## src/rtl/decode_branch_predictor_pkg.sv

```systemverilog
// Shared constants and types for the decode-stage branch predictor.
// Index/tag slicing and direction-counter encodings live here so fetch and decode agree.
package decode_branch_predictor_pkg;

    localparam logic [1:0]  CTR_WEAK_NT = 2'b01;
    localparam logic [1:0]  CTR_WEAK_T  = 2'b10;
    localparam logic [15:0] NOP_OPCODE  = 16'h0000;

    // Instructions are halfword aligned, so the index starts above bit 0.
    localparam int IDX_LSB = 1;

    typedef enum logic [2:0] {
        TRAIN_NONE,
        TRAIN_ALLOC,
        TRAIN_STRENGTHEN,
        TRAIN_WEAKEN,
        TRAIN_INVALIDATE
    } train_e;

endpackage

```

## src/rtl/decode_branch_predictor_if.sv

```systemverilog
// Fetch lookup and decode resolve signals of the branch predictor.
// The master side is fetch/decode, the slave side is the predictor.
interface decode_branch_predictor_if #(
    parameter int DATA_W = 16,
    parameter int STAT_W = 16
);
    logic [DATA_W-1:0] f_pc;
    logic              f_pred_taken;
    logic [DATA_W-1:0] f_pred_target;

    logic              d_valid;
    logic              d_stall;
    logic              d_branch;
    logic              d_jump;
    logic              d_taken;
    logic [DATA_W-1:0] d_pc;
    logic [DATA_W-1:0] d_pc_inc;
    logic [DATA_W-1:0] d_target;
    logic [DATA_W-1:0] d_pred_next;

    logic              flush;
    logic [DATA_W-1:0] redirect_pc;
    logic [STAT_W-1:0] stat_branches;
    logic [STAT_W-1:0] stat_mispredicts;

    modport master (
        output f_pc, d_valid, d_stall, d_branch, d_jump, d_taken,
               d_pc, d_pc_inc, d_target, d_pred_next,
        input  f_pred_taken, f_pred_target, flush, redirect_pc,
               stat_branches, stat_mispredicts
    );

    modport slave (
        input  f_pc, d_valid, d_stall, d_branch, d_jump, d_taken,
               d_pc, d_pc_inc, d_target, d_pred_next,
        output f_pred_taken, f_pred_target, flush, redirect_pc,
               stat_branches, stat_mispredicts
    );
endinterface

```

## src/rtl/decode_branch_predictor_sat_counter.sv

```systemverilog
// Saturating up/down step: returns value+1 / value-1 clamped to [0, all-ones].
// Shared by the BTB direction counters and the statistics counters.
module sat_counter #(
    parameter int W = 2
) (
    input  logic [W-1:0] value,
    input  logic         inc,
    input  logic         dec,
    output logic [W-1:0] result
);
    always_comb begin
        result = value;
        if (inc && !dec && (value != {W{1'b1}})) begin
            result = value + 1'b1;
        end else if (dec && !inc && (value != {W{1'b0}})) begin
            result = value - 1'b1;
        end
    end
endmodule

```

## src/rtl/decode_branch_predictor.sv

```systemverilog
// Direct-mapped BTB with saturating direction counters, decode-stage resolve,
// flush/redirect generation and saturating branch/mispredict statistics.
module decode_branch_predictor
    import decode_branch_predictor_pkg::*;
#(
    parameter int DATA_W  = 16,
    parameter int ENTRIES = 16,
    parameter int CTR_W   = 2,
    parameter int STAT_W  = 16
) (
    input logic                      clk,
    input logic                      rst,
    decode_branch_predictor_if.slave bp
);
    localparam int IDX_W = $clog2(ENTRIES);
    localparam int TAG_W = DATA_W - IDX_W - IDX_LSB;
    localparam int TAG_LSB = IDX_W + IDX_LSB;

    localparam logic [CTR_W-1:0] CTR_RST =
        (CTR_W == 2) ? CTR_W'(CTR_WEAK_NT) : {1'b0, {(CTR_W-1){1'b1}}};
    localparam logic [CTR_W-1:0] CTR_ALLOC =
        (CTR_W == 2) ? CTR_W'(CTR_WEAK_T) : {1'b1, {(CTR_W-1){1'b0}}};

    logic              valid_q   [ENTRIES];
    logic              is_jump_q [ENTRIES];
    logic [TAG_W-1:0]  tag_q     [ENTRIES];
    logic [DATA_W-1:0] target_q  [ENTRIES];
    logic [CTR_W-1:0]  ctr_q     [ENTRIES];

    logic [STAT_W-1:0] stat_branches_q;
    logic [STAT_W-1:0] stat_mispredicts_q;
    logic [STAT_W-1:0] stat_branches_next;
    logic [STAT_W-1:0] stat_mispredicts_next;

    logic [IDX_W-1:0]  f_idx;
    logic [TAG_W-1:0]  f_tag;
    logic              f_hit;

    logic [IDX_W-1:0]  d_idx;
    logic [TAG_W-1:0]  d_tag;
    logic              d_hit;
    logic              resolve;
    logic              is_ctrl;
    logic              taken_ctl;
    logic [DATA_W-1:0] actual_next;
    logic              mispredict;
    train_e            train;
    logic [CTR_W-1:0]  ctr_next;

    logic              unused_pc_lsb;
    assign unused_pc_lsb = ^{bp.f_pc[IDX_LSB-1:0], bp.d_pc[IDX_LSB-1:0]};

    // Fetch lookup reads the array as it stands; same-cycle training lands after.
    assign f_idx = bp.f_pc[IDX_W+IDX_LSB-1:IDX_LSB];
    assign f_tag = bp.f_pc[DATA_W-1:TAG_LSB];
    assign f_hit = valid_q[f_idx] && (tag_q[f_idx] == f_tag);

    assign bp.f_pred_taken  = f_hit && (is_jump_q[f_idx] || ctr_q[f_idx][CTR_W-1]);
    assign bp.f_pred_target = f_hit ? target_q[f_idx] : '0;

    assign d_idx = bp.d_pc[IDX_W+IDX_LSB-1:IDX_LSB];
    assign d_tag = bp.d_pc[DATA_W-1:TAG_LSB];
    assign d_hit = valid_q[d_idx] && (tag_q[d_idx] == d_tag);

    assign resolve     = rst && bp.d_valid && !bp.d_stall;
    assign is_ctrl     = bp.d_branch || bp.d_jump;
    assign taken_ctl   = bp.d_jump || (bp.d_branch && bp.d_taken);
    assign actual_next = taken_ctl ? bp.d_target : bp.d_pc_inc;
    assign mispredict  = resolve && (actual_next != bp.d_pred_next);

    assign bp.redirect_pc      = actual_next;
    assign bp.flush            = mispredict;
    assign bp.stat_branches    = stat_branches_q;
    assign bp.stat_mispredicts = stat_mispredicts_q;

    always_comb begin
        train = TRAIN_NONE;
        if (resolve) begin
            if (taken_ctl) begin
                train = d_hit ? TRAIN_STRENGTHEN : TRAIN_ALLOC;
            end else if (bp.d_branch) begin
                train = d_hit ? TRAIN_WEAKEN : TRAIN_NONE;
            end else if (d_hit) begin
                train = TRAIN_INVALIDATE;
            end
        end
    end

    sat_counter #(.W(CTR_W)) u_dir_ctr (
        .value  (ctr_q[d_idx]),
        .inc    (train == TRAIN_STRENGTHEN),
        .dec    (train == TRAIN_WEAKEN),
        .result (ctr_next)
    );

    sat_counter #(.W(STAT_W)) u_stat_branches (
        .value  (stat_branches_q),
        .inc    (resolve && is_ctrl),
        .dec    (1'b0),
        .result (stat_branches_next)
    );

    sat_counter #(.W(STAT_W)) u_stat_mispredicts (
        .value  (stat_mispredicts_q),
        .inc    (mispredict),
        .dec    (1'b0),
        .result (stat_mispredicts_next)
    );

    always_ff @(posedge clk) begin
        if (!rst) begin
            for (int i = 0; i < ENTRIES; i++) begin
                valid_q[i]   <= 1'b0;
                is_jump_q[i] <= 1'b0;
                tag_q[i]     <= '0;
                target_q[i]  <= '0;
                ctr_q[i]     <= CTR_RST;
            end
            stat_branches_q    <= '0;
            stat_mispredicts_q <= '0;
        end else begin
            case (train)
                TRAIN_ALLOC: begin
                    valid_q[d_idx]   <= 1'b1;
                    is_jump_q[d_idx] <= bp.d_jump;
                    tag_q[d_idx]     <= d_tag;
                    target_q[d_idx]  <= bp.d_target;
                    ctr_q[d_idx]     <= CTR_ALLOC;
                end
                TRAIN_STRENGTHEN: begin
                    is_jump_q[d_idx] <= bp.d_jump;
                    target_q[d_idx]  <= bp.d_target;
                    ctr_q[d_idx]     <= ctr_next;
                end
                TRAIN_WEAKEN: begin
                    ctr_q[d_idx] <= ctr_next;
                end
                TRAIN_INVALIDATE: begin
                    valid_q[d_idx] <= 1'b0;
                end
                default: ;
            endcase
            stat_branches_q    <= stat_branches_next;
            stat_mispredicts_q <= stat_mispredicts_next;
        end
    end

endmodule

```

## src/flat_wrapper.sv

```systemverilog
// flat-port wrapper written by rule: the top's interface ports become plain ports
module decode_branch_predictor_flat import decode_branch_predictor_pkg::*;
#(
    parameter int DATA_W  = 16,
    parameter int ENTRIES = 16,
    parameter int CTR_W   = 2,
    parameter int STAT_W  = 16
)
  (clk, rst, bp_f_pc, bp_d_valid, bp_d_stall, bp_d_branch, bp_d_jump, bp_d_taken, bp_d_pc, bp_d_pc_inc, bp_d_target, bp_d_pred_next, bp_f_pred_taken, bp_f_pred_target, bp_flush, bp_redirect_pc, bp_stat_branches, bp_stat_mispredicts);
  decode_branch_predictor_if #(.DATA_W(DATA_W), .STAT_W(STAT_W)) bp_i ();
  input logic clk;
  input logic rst;
  input wire logic [$bits(bp_i.f_pc)-1:0] bp_f_pc;
  input wire logic [$bits(bp_i.d_valid)-1:0] bp_d_valid;
  input wire logic [$bits(bp_i.d_stall)-1:0] bp_d_stall;
  input wire logic [$bits(bp_i.d_branch)-1:0] bp_d_branch;
  input wire logic [$bits(bp_i.d_jump)-1:0] bp_d_jump;
  input wire logic [$bits(bp_i.d_taken)-1:0] bp_d_taken;
  input wire logic [$bits(bp_i.d_pc)-1:0] bp_d_pc;
  input wire logic [$bits(bp_i.d_pc_inc)-1:0] bp_d_pc_inc;
  input wire logic [$bits(bp_i.d_target)-1:0] bp_d_target;
  input wire logic [$bits(bp_i.d_pred_next)-1:0] bp_d_pred_next;
  output wire logic [$bits(bp_i.f_pred_taken)-1:0] bp_f_pred_taken;
  output wire logic [$bits(bp_i.f_pred_target)-1:0] bp_f_pred_target;
  output wire logic [$bits(bp_i.flush)-1:0] bp_flush;
  output wire logic [$bits(bp_i.redirect_pc)-1:0] bp_redirect_pc;
  output wire logic [$bits(bp_i.stat_branches)-1:0] bp_stat_branches;
  output wire logic [$bits(bp_i.stat_mispredicts)-1:0] bp_stat_mispredicts;
  assign bp_i.f_pc = bp_f_pc;
  assign bp_i.d_valid = bp_d_valid;
  assign bp_i.d_stall = bp_d_stall;
  assign bp_i.d_branch = bp_d_branch;
  assign bp_i.d_jump = bp_d_jump;
  assign bp_i.d_taken = bp_d_taken;
  assign bp_i.d_pc = bp_d_pc;
  assign bp_i.d_pc_inc = bp_d_pc_inc;
  assign bp_i.d_target = bp_d_target;
  assign bp_i.d_pred_next = bp_d_pred_next;
  assign bp_f_pred_taken = bp_i.f_pred_taken;
  assign bp_f_pred_target = bp_i.f_pred_target;
  assign bp_flush = bp_i.flush;
  assign bp_redirect_pc = bp_i.redirect_pc;
  assign bp_stat_branches = bp_i.stat_branches;
  assign bp_stat_mispredicts = bp_i.stat_mispredicts;
  decode_branch_predictor #(.DATA_W(DATA_W), .ENTRIES(ENTRIES), .CTR_W(CTR_W), .STAT_W(STAT_W)) u_core (.clk(clk), .rst(rst), .bp(bp_i));
endmodule
```

## config.mk

```make
export PLATFORM = sky130hd
export DESIGN_NAME = decode_branch_predictor_flat
export DESIGN_NICKNAME = d
export VERILOG_FILES = /design/src/rtl/decode_branch_predictor_pkg.sv /design/src/rtl/decode_branch_predictor_if.sv /design/src/rtl/decode_branch_predictor_sat_counter.sv /design/src/rtl/decode_branch_predictor.sv /design/src/flat_wrapper.sv
export SDC_FILE = /design/constraint.sdc
export NUM_CORES = 1
export LEC_CHECK = 0
export BUFFER_PORTS_ARGS = -buffer_cell sky130_fd_sc_hd__buf_2
export CAP_MARGIN = 20
export CORE_MARGIN = 2
export CORE_UTILIZATION = 30
export CTS_CLUSTER_SIZE = 40
export DETAILED_ROUTE_END_ITERATION = 6
export SLEW_MARGIN = 10
export SYNTH_ARGS = -nofsm -noshare
export SYNTH_HDL_FRONTEND = slang
export SYNTH_SLANG_ARGS = --single-unit
```

## constraint.sdc

```tcl
create_clock -name clk -period 4 [get_ports clk]
set_clock_uncertainty 0.2 [all_clocks]
set_input_delay 0.2 -clock clk [delete_from_list [all_inputs] [get_ports clk]]
set_output_delay 0.2 -clock clk [all_outputs]
set_load 0.005 [all_outputs]
```

==> results of run 1 <==
## metrics by stage
| stage | instances | utilization (%) | total power [mW] |
|---|---|---|---|
| floorplan | 2014 | - | 7.29 |
| global placement | 3253 | 32.9 | 7.77 |
| detailed placement | 3253 | 32.9 | 7.81 |
| CTS | 3398 | 35.5 | 13.4 |
| global route | 3399 | 35.5 | 13.7 |
| finish | 3401 | 35.5 | 13.3 |
## routing by layer
metal | track usage, % | part of all wire, %
met5 | 0 | 0.016
met1 | 23.0 | 40
met4 | 6.52 | 3.8
met2 | 30.4 | 48
met3 | 3.15 | 8.0
## worst paths after layout
check / from / slack [ps] / endpoint / cells after the start
worst max register to register: u_core.tag_q[0][2] / 610 / u_core.ctr_q[12][1] / 8
worst min-delay path: bp_d_valid / 80 / u_core.valid_q[5] / 6
worst min register to register: u_core.valid_q[5] / 270 / u_core.valid_q[5] / 2
worst max-delay path: u_core.tag_q[15][0] / 130 / bp_f_pred_target[4] / 8
## repair_timing
action | CTS | global route
pin swaps | 2 | 2
resized for setup | 1 | 3
endpoints found under the setup margin | 16 | 16
hold buffers | 33 | 0
endpoints found under the hold margin | 478 | 0
buffers inserted | 0 | 1
## area by class of cell
class / count / area (µm²)
inverter: 9 / 33.8
clock buffer: 77 / 1580
multi-input combinational: 1297 / 10600
timing repair buffer: 288 / 2030
fill: 8513 / 56800
tap: 1165 / 1460
sequential: 528 / 15200
clock inverter: 35 / 412
antenna: 2 / 5.00
## worst register-to-register path, cell delays in order (launching register included)
cell and delay [ps]:
edfxtp_1 400, mux4_2 480, o22ai_1 160, o22ai_1 110
xnor2_1 250, o21ai_1 180, a2111o_2 720, o22ai_4 540
nor2_1 80
## power breakdown
group	switching, mW	internal (mW)
Sequential	0.110	6.25
Combinational	0.780	0.593
Clock	2.34	3.25
## logic make-up (layout without fill, tap and decap cells)
group | after synthesis | in the layout | synth area share (%)
multiplexers | 253 | 253 | 17.7
other | 0 | 2 | 0
flip-flops | 528 | 528 | 57.2
AO/OA/AOI/OAI | 173 | 173 | 4.44
adder cells (fa/ha/maj) | 4 | 4 | 0.188
AND/OR/NAND/NOR | 812 | 812 | 15.3
buffers and inverters | 189 | 409 | 3.36
XOR/XNOR | 55 | 55 | 1.81
## flip-flops by register name, indices dropped and copies added (netlist names)
| register | flops |
|---|---|
| u_core.valid_q | 16 |
| u_core.ctr_q | 32 |
| u_core.is_jump_q | 16 |
| u_core.bp.stat_mispredicts | 16 |
| u_core.bp.stat_branches | 16 |
| u_core.target_q | 256 |
| u_core.tag_q | 176 |
## placed cells by master (no fill, tap or decap), types with 28 or more instances in the layout
cell type      Yosys  final
xnor2_1           28     28
buf_4             21     97
o21ai_0           49     33
nand2_1          160    160
mux4_2           171    171
nor2_1           256    255
edfxtp_1         464    464
mux2i_1           50     50
dfxtp_1           64     64
mux2_2            32     32
dlygate4sd3_1      0     33
and2_1           102    102
and3_1           165    165
buf_2             21    145
clkbuf_16          0     60
==> reports/metrics.cfg, run 1 <==
[status]
status = finished clean

[logic_synthesis]
postSynthAreaPerCell_um2 = 13.2
synthArstFlopShare_pct = 0
ys_ff_latch = 528
yosys-top-cells-area = edfxtp_1 52%, mux4_2 14%, dfxtp_1 4.8%, and3_1 3.9%, nor2_1 3.6%
syn_inst = 2014
synth_top_area_cell = edfxtp_1
syn_nets = 2105
synth-seq-area-share_pct = 57.2
ys_top_cells_by_count = 464 x edfxtp_1, 256 x nor2_1, 171 x mux4_2
yosysUniqueCellTypes = 65
synth-edff-count = 464
syn_area_um2 = 26600
yosysMostFrequentCell = edfxtp_1
yosysTopAreaCellShare_pct = 52.4
synth_ff_type = edfxtp_1
synth_warnings = 0

[floorplanning]
die_area_um2 = 91100
die_y_um = 302
start_util_pct = 30.2
core_um2 = 88100
rows = 109
die_w_um = 302
io_pins = 153

[power_and_ir_drop]
irDropWorstVdd_mv = 0.365
cellPowerDensity_nw_per_um2 = 425
leakage_nw = 11.2

[clock_network]
clk_pin_slew_ps = 60
cts-htree-levels = 2
clockBufferDepth = 3
cts.sinks = 528
cts_inserted_buffers = 60
insertion_delay_ps = 670
root_buffer = clkbuf_16
tritoncts = yes

[sta]
slew_viol_final = 0
worst_hold_slack_ps = 83.8
relSlewSlack_pct = 27.8
fin_ws_ps = 129
hold_viol_final = 0
min_period_ps = 3870
post-route-period-util_pct = 96.8
rsz0062_at_grt = false
fmax_ghz = 0.258
worst_pin_slew_ps = 1080
setup_viol_count_final = 0
fin_setup_tns_ps = 0

[grt]
grt_pass1_vias = 18900
grt_start_max_net_pins = 125
antenna_found_initial = 5
grt_pass1_wl_um = 121000
overflow = 0
grt.total_usage_pct = 17.9

[setup_path]
slowest_stage = mux4_2
required_ps = 3600
startpoint_type = register
slowest_delay_ps = 520
path_class = reg -> out
setup.worst_path.end_class = output port
cp_common_cell = mux4_2
path_cells = mux4_2 -> mux4_2 -> xnor2_1 -> nand4_1 -> or3_4 -> buf_6 -> nor2b_1 -> buf_2
cp.arrival_ps = 3470
critPathMaxFanout = 16
worst-path-buf-inv = 2
cp_top_family = multiplexers

[placement]
place_ws_ps = 168
place_area_um2 = 29000
gp_congestion = 0.860
hpwl_um = 52400
port_buffers = 150

[route]
avgViaCountPerCell = 5.41
drt_iter0_drc = 1825
drc = 0
first_pass_iters = 6
routed_wirelength_um = 82600
antenna_left = 0
avgRoutedWirePerCell_um = 24.3
vias = 18400

[min_path]
worstHoldPathType = in -> reg

[cells_and_area]
nets = 2275
area_delta_synth_final_pct = 17.7
finalInstanceArea_um2 = 31300
layout-drive-gt1-share_pct = 26.4

[flow_run]
drv_cap = 0

Note: power is estimated with default switching activity, not from simulation.
==> run 2, diff against run 1 <==
--- a/config.mk
+++ b/config.mk
@@ -5,6 +5,7 @@
 export SDC_FILE = /design/constraint.sdc
 export NUM_CORES = 1
 export LEC_CHECK = 0
+export ABC_AREA = 1
 export BUFFER_PORTS_ARGS = -buffer_cell sky130_fd_sc_hd__buf_2
 export CAP_MARGIN = 20
 export CORE_MARGIN = 2
==> run 2 against run 1 <==
  * Critical endpoint is now bp_f_pred_target[3]
  * Design area is 0.89% lower
  * Area after synthesis is 0.60% higher
  * Non-clock buffer count is 4 lower
  * Sequential power hardly changed
  * Critical path depth is 3 higher
  * Combinational power hardly changed
  * Count of clock-buffer cells in the layout is 3 lower
  * Largest cell class unchanged
  * Fmax is 4.9% higher
==> reports/metrics.cfg, run 2 <==
[floorplanning]
die_area_um2 = 91700  ; +0.59%
io_pins = 153  ; unchanged
die_y_um = 303  ; +0.30%
core_um2 = 88400  ; +0.31%
die_w_um = 303  ; +0.30%
rows = 109  ; unchanged
start_util_pct = 30.3  ; +0.088 points

[route]
vias = 22600  ; +23%
antenna_left = 0  ; unchanged
drc = 0  ; unchanged
avgViaCountPerCell = 5.10  ; -5.8%
routed_wirelength_um = 82800  ; +0.17%
drt_iter0_drc = 2123  ; +16%
avgRoutedWirePerCell_um = 18.7  ; -23%
first_pass_iters = 6  ; unchanged

[clock_network]
clk_pin_slew_ps = 60  ; about the same
cts_inserted_buffers = 56  ; -6.7%
tritoncts = yes
clockBufferDepth = 3  ; unchanged
insertion_delay_ps = 640  ; -30 ps
cts-htree-levels = 2  ; unchanged
cts.sinks = 528  ; unchanged
root_buffer = clkbuf_16

[logic_synthesis]
yosys-top-cells-area = edfxtp_1 52%, nand2_1 12%, nor2_1 8.5%, dfxtp_1 4.8%, a21oi_1 3.4%
synth-edff-count = 464  ; unchanged
synth_ff_type = edfxtp_1
synth_top_area_cell = edfxtp_1
syn_nets = 3190  ; +52%
synthArstFlopShare_pct = 0  ; unchanged
syn_inst = 3099  ; +54%
synth_warnings = 0  ; unchanged
synth-seq-area-share_pct = 56.8  ; -0.34 points
yosysUniqueCellTypes = 44  ; -32%
ys_ff_latch = 528  ; unchanged
yosysTopAreaCellShare_pct = 52.0  ; -0.31 points
syn_area_um2 = 26800  ; +0.60%
ys_top_cells_by_count = 822 x nand2_1, 609 x nor2_1, 464 x edfxtp_1
postSynthAreaPerCell_um2 = 8.64  ; -35%
yosysMostFrequentCell = nand2_1

[cells_and_area]
top_regs = u_core.target_q: 256 flops, u_core.tag_q: 176 flops, u_core.ctr_q: 32 flops
largest_reg_flops = 256  ; unchanged
regMostFlops = u_core.target_q
area_delta_synth_final_pct = 15.9
final_util_pct = 35.1  ; -0.43 points
layout-drive-gt1-share_pct = 11.4  ; -15 points
nets = 3318  ; +46%
layout_common_cells = 821 x nand2_1, 609 x nor2_1, 464 x edfxtp_1
final_common_cell = nand2_1

[placement]
port_buffers = 150  ; unchanged
place_ws_ps = 349  ; +181 ps
hpwl_um = 54200  ; +3.5%
gp_congestion = 0.885  ; +2.9%

[sta]
min_period_ps = 3690  ; -182 ps
fin_ws_ps = 310  ; +182 ps
post-route-period-util_pct = 92.2  ; -4.5 points
hold_viol_final = 0  ; unchanged
slew_viol_final = 0  ; unchanged
worst_pin_slew_ps = 873  ; -210 ps
rsz0062_at_grt = false
setup_viol_count_final = 0  ; unchanged
worst_hold_slack_ps = 23.7  ; -60.0 ps
fmax_ghz = 0.271  ; +4.9%
relSlewSlack_pct = 41.6  ; +14 points
fin_setup_tns_ps = 0  ; unchanged

[power_and_ir_drop]
irDropWorstVdd_mv = 0.312  ; -14%
power_mw = 13.0  ; -2.7%
cellPowerDensity_nw_per_um2 = 417  ; -1.8%
leakage_nw = 12.4  ; +10%

[status]
status = finished clean

[grt]
grt_start_max_net_pins = 105  ; -16%
grt_pass1_wl_um = 125000  ; +3.6%
antenna_found_initial = 2  ; -3
grt.total_usage_pct = 17.7  ; -0.24 points
overflow = 0  ; unchanged
grt_pass1_vias = 21100  ; +12%

[setup_path]
setup.worst_path.end_class = output port
path_cells = o21ai_0 -> o21ai_0 -> o21ai_0 -> o21ai_0 -> xnor2_1 -> o221ai_1 -> nor3_1 -> nand3_1 -> buf_4 -> nor2_1 -> buf_2
slowest_stage = edfxtp_1
startpoint_type = register
critPathMaxFanout = 17  ; +1
slowest_delay_ps = 410  ; -110 ps
path_class = reg -> out
cp_common_cell = o21ai_0
cp.arrival_ps = 3290  ; -180 ps
required_ps = 3600  ; about the same

[flow_run]
drv_cap = 0  ; unchanged

[min_path]
worstHoldPathType = in -> reg

run 2: cell types whose count changed after synthesis, moves of 28 or more:
cell      previous run  this run
and3_1             165         1
nand3_1             17        88
and2_1             102         1
nor2_1             256       609
mux4_2             171         0
o221ai_1             0        28
a21oi_1             28       182
inv_1                8       139
mux2i_1             50         0
nand2_1            160       822
o21ai_0             49       168
mux2_2              32         0
a221oi_1             6        46
run 2: area by class of cell:
type,count,area (µm²)
clock buffers,74,1530
diodes,1,2.50
multi-input cells,2186,9990
fillers,9053,57300
well taps,1165,1460
inverters,171,652
repair buffers,284,1900
flip-flops and latches,528,15200
clock inverters,28,290
run 2: power breakdown:
group / internal [mW] / switching (mW)
registers: 6.24 / 0.0902
clock network: 3.01 / 2.27
logic: 0.396 / 0.949
total: 9.65 / 3.31
run 2: kinds of logic (layout without fill, tap and decap cells):
kind of cell,count (synthesis),after routing,synth area share (%)
simple gates,1588,1588,23.3
compound gates,561,561,12.7
flops,528,528,56.8
buf+inv,385,557,5.89
xor+xnor,33,33,1.08
fa+ha+maj,4,4,0.187
other cells,0,1,0
run 2: final timing paths:
| path | slack (ps) | start | cells after the start | endpoint |
|---|---|---|---|---|
| max | 310 | u_core.tag_q[9][10] | 11 | bp_f_pred_target[3] |
| min | 20 | bp_d_target[13] | 3 | u_core.target_q[12][13] |
| max reg2reg | 410 | u_core.bp.stat_mispredicts[2] | 14 | u_core.bp.stat_mispredicts[3] |
| min reg2reg | 280 | u_core.valid_q[12] | 2 | u_core.valid_q[12] |
run 2: metrics by stage:
stage / instance area (µm²) / instances
floorplan: 26800 / 3099
global placement: 29000 / 4316
detailed placement: 29000 / 4316
CTS: 31000 / 4436
global route: 31000 / 4436
finish: 31000 / 4437
run 2: routing by layer:
metal	up-vias	global-route usage (%)	part of all wire [%]
met3	119	2.49	7.3
li1	10700	-	-
met1	10900	24.3	43
met4	2	5.45	2.6
met2	869	28.8	47
met5	-	0	0.016
run 2: repair_timing:
item                                    4_1_cts  5_1_grt
buffers inserted                              0        0
hold endpoints to repair                    180        0
endpoints found under the setup margin        0        1
gates resized for setup                       0        1
hold buffers                                 18        0
run 2: worst max-delay path: cells and delay by family (launching register included):
| kind | cells | cell delay, ps |
|---|---|---|
| xor gates and xnor gates | 1 | 210 |
| DFF | 1 | 410 |
| buffers and inverters | 2 | 440 |
| and+or+nand+nor | 3 | 560 |
| AOI/OAI and AO/OA | 5 | 1020 |
==> run 3, diff against run 2 <==
--- a/config.mk
+++ b/config.mk
@@ -8,6 +8,7 @@
 export ABC_AREA = 1
 export BUFFER_PORTS_ARGS = -buffer_cell sky130_fd_sc_hd__buf_2
 export CAP_MARGIN = 20
+export CORE_ASPECT_RATIO = 0.5
 export CORE_MARGIN = 2
 export CORE_UTILIZATION = 30
 export CTS_CLUSTER_SIZE = 40
==> run 3 against run 2 <==
  * Clock power decreased by 11%
  * Global-route usage increased by 0.43 points
  * Final cell count decreased by 0.11%
  * Sequential share of layout area increased by 0.50 points
  * Sequential cell count unchanged
  * Critical path type is now in -> out
  * Largest cell class unchanged
==> reports/metrics.cfg, run 3 (synthesized netlist as in run 2, its figures left out) <==
[setup_path]
path_cells = buf_4 -> inv_4 -> buf_4 -> o21ai_0 -> o22ai_1 -> nor2_1 -> o22ai_1 -> xnor2_1 -> nand2_1 -> nor3_1 -> nand3_1 -> buf_4 -> nor2_1 -> buf_2
cp_common_cell = buf_4
cp_top_family = buffers and inverters
cp.arrival_ps = 3270  ; -20 ps
required_ps = 3600  ; about the same
slowest_stage = buf_4
setup.worst_path.end_class = output port
regToRegSetupSlack_ps = 760  ; +350 ps
critPathMaxFanout = 31  ; +14
startpoint_type = primary input
worst-path-buf-inv = 5  ; +3
path_class = in -> out
slowest_delay_ps = 470  ; +60 ps

[power_and_ir_drop]
leakage_nw = 12.2  ; -1.6%
power_mw = 12.4  ; -4.4%
irDropWorstVdd_mv = 0.307  ; -1.8%
p_comb_share_pct = 11.0  ; +0.6 points
p_int_mw = 9.16  ; -5.1%
cellPowerDensity_nw_per_um2 = 403  ; -3.4%
switching_share_pct = 26.1  ; +0.57 points
seqPwrFrac_pct = 51.1  ; +2.2 points
pwr-share-clk_pct = 37.9  ; -2.9 points
power_switching_mw = 3.23  ; -2.2%

[status]
status = finished clean

[clock_network]
tritoncts = yes
cts.sinks = 528  ; unchanged
post_cts_buffers = 0  ; unchanged
clk_pin_slew_ps = 60  ; about the same
cts_inserted_buffers = 49  ; -13%
insertion_delay_ps = 620  ; -20 ps
cts.repair.resized = 0  ; unchanged
root_buffer = clkbuf_16
cts-htree-levels = 2  ; unchanged
clockBufferDepth = 3  ; unchanged

[floorplanning]
core_um2 = 88300  ; about the same
rows = 77  ; -29%
die_w_um = 426  ; +41%
start_util_pct = 30.3  ; about the same
die_area_um2 = 91800  ; +0.16%
io_pins = 153  ; unchanged
die_y_um = 215  ; -29%

[cells_and_area]
finalInstanceArea_um2 = 30700  ; -1.0%
layout-drive-gt1-share_pct = 10.8  ; -0.68 points
fin_cells = 4432  ; -0.11%
register_area_um2 = 15200  ; unchanged
multi_input_area_um2 = 9980  ; about the same
regMostFlops = u_core.target_q
top_regs = u_core.target_q: 256 flops, u_core.tag_q: 176 flops, u_core.ctr_q: 32 flops
layout_common_cells = 822 x nand2_1, 609 x nor2_1, 464 x edfxtp_1
area_delta_synth_final_pct = 14.7
final_common_cell = nand2_1
n_fill_cell = 9012  ; -0.45%
final_util_pct = 34.8  ; -0.34 points
largest_reg_flops = 256  ; unchanged
nets = 3304  ; -0.42%

[sta]
slew_viol_final = 0  ; unchanged
post-route-period-util_pct = 91.7  ; -0.51 points
setup_viol_count_final = 0  ; unchanged
relSlewSlack_pct = 35.3  ; -6.4 points
worst_pin_slew_ps = 971  ; +97.8 ps
fin_setup_tns_ps = 0  ; unchanged
worst_hold_slack_ps = 17.9  ; -5.87 ps
min_period_ps = 3670  ; -20.5 ps
fin_ws_ps = 331  ; +20.5 ps
hold_viol_final = 0  ; unchanged
rsz0062_at_grt = false
fmax_ghz = 0.273  ; +0.56%

[grt]
grt_pass1_vias = 21800  ; +3.4%
grt.total_usage_pct = 18.1  ; +0.43 points
overflow = 0  ; unchanged
use_met3_pct = 3.01  ; +0.52 points
grt_start_max_net_pins = 144  ; +37%
grt_pass1_wl_um = 129000  ; +3.1%
top_usage_layer = met2
grt_util_met2_pct = 28.4  ; -0.42 points
antenna_found_initial = 1  ; -1
gr-usage-met1_pct = 25.6  ; +1.3 points

[placement]
gp_congestion = 0.902  ; +2.0%
hpwl_um = 53100  ; -2.1%
place_area_um2 = 29000  ; -0.19%
port_buffers = 150  ; unchanged
place_ws_ps = 295  ; -54.3 ps
dp_cells = 4324  ; +0.19%

[min_path]
worstHoldPathType = in -> reg

[route]
avgViaCountPerCell = 5.20  ; +2.0%
drt_iter0_drc = 2486  ; +17%
first_pass_iters = 6  ; unchanged
routed_wirelength_um = 85400  ; +3.2%
vias = 23000  ; +1.9%
drc = 0  ; unchanged
avgRoutedWirePerCell_um = 19.3  ; +3.3%
antenna_left = 0  ; unchanged

[flow_run]
drv_cap = 0  ; unchanged

run 3: per-layer routing:
layer / vias to the layer above / wire length [µm]
li1: 10700 / -
met1: 11100 / 36800
met2: 1068 / 38600
met3: 161 / 7610
met4: 0 / 2380
met5: - / 0
run 3: layout make-up:
cell class	count	area share, %
diodes	1	0.00814
multi-input cells	2186	32.5
repair buffers	277	6.10
clock inverters	20	0.639
well taps	1185	4.83
flip-flops and latches	528	49.5
clock buffers	64	4.30
inverters	171	2.11
run 3: worst paths after layout:
kind / endpoint / from / cells past startpoint
min: u_core.bp.stat_mispredicts[1] / bp_d_stall / 4
max reg2reg: u_core.tag_q[0][2] / u_core.tag_q[3][8] / 17
max: bp_f_pred_target[13] / bp_f_pc[2] / 14
min reg2reg: u_core.valid_q[14] / u_core.valid_q[14] / 2
run 3: power by group through the flow:
stage | sequential, mW | clock (mW) | combinational (mW)
floorplan | 6.42 | 0 | 0.847
global placement | 6.44 | 0 | 1.30
detailed placement | 6.45 | 0 | 1.33
CTS | 6.33 | 4.74 | 1.35
global route | 6.35 | 4.97 | 1.49
finish | 6.33 | 4.70 | 1.36
run 3: worst min-delay path, stage by stage:
cell and delay, ps:
buf_2 80, nor3_1 90, nand3_2 300, a21oi_1 110
run 3: what timing repair did:
action / 4_1_cts / 5_1_grt
endpoints found under the hold margin: 309 / 0
hold buffers: 22 / 0
endpoints found under the setup margin: 0 / 0
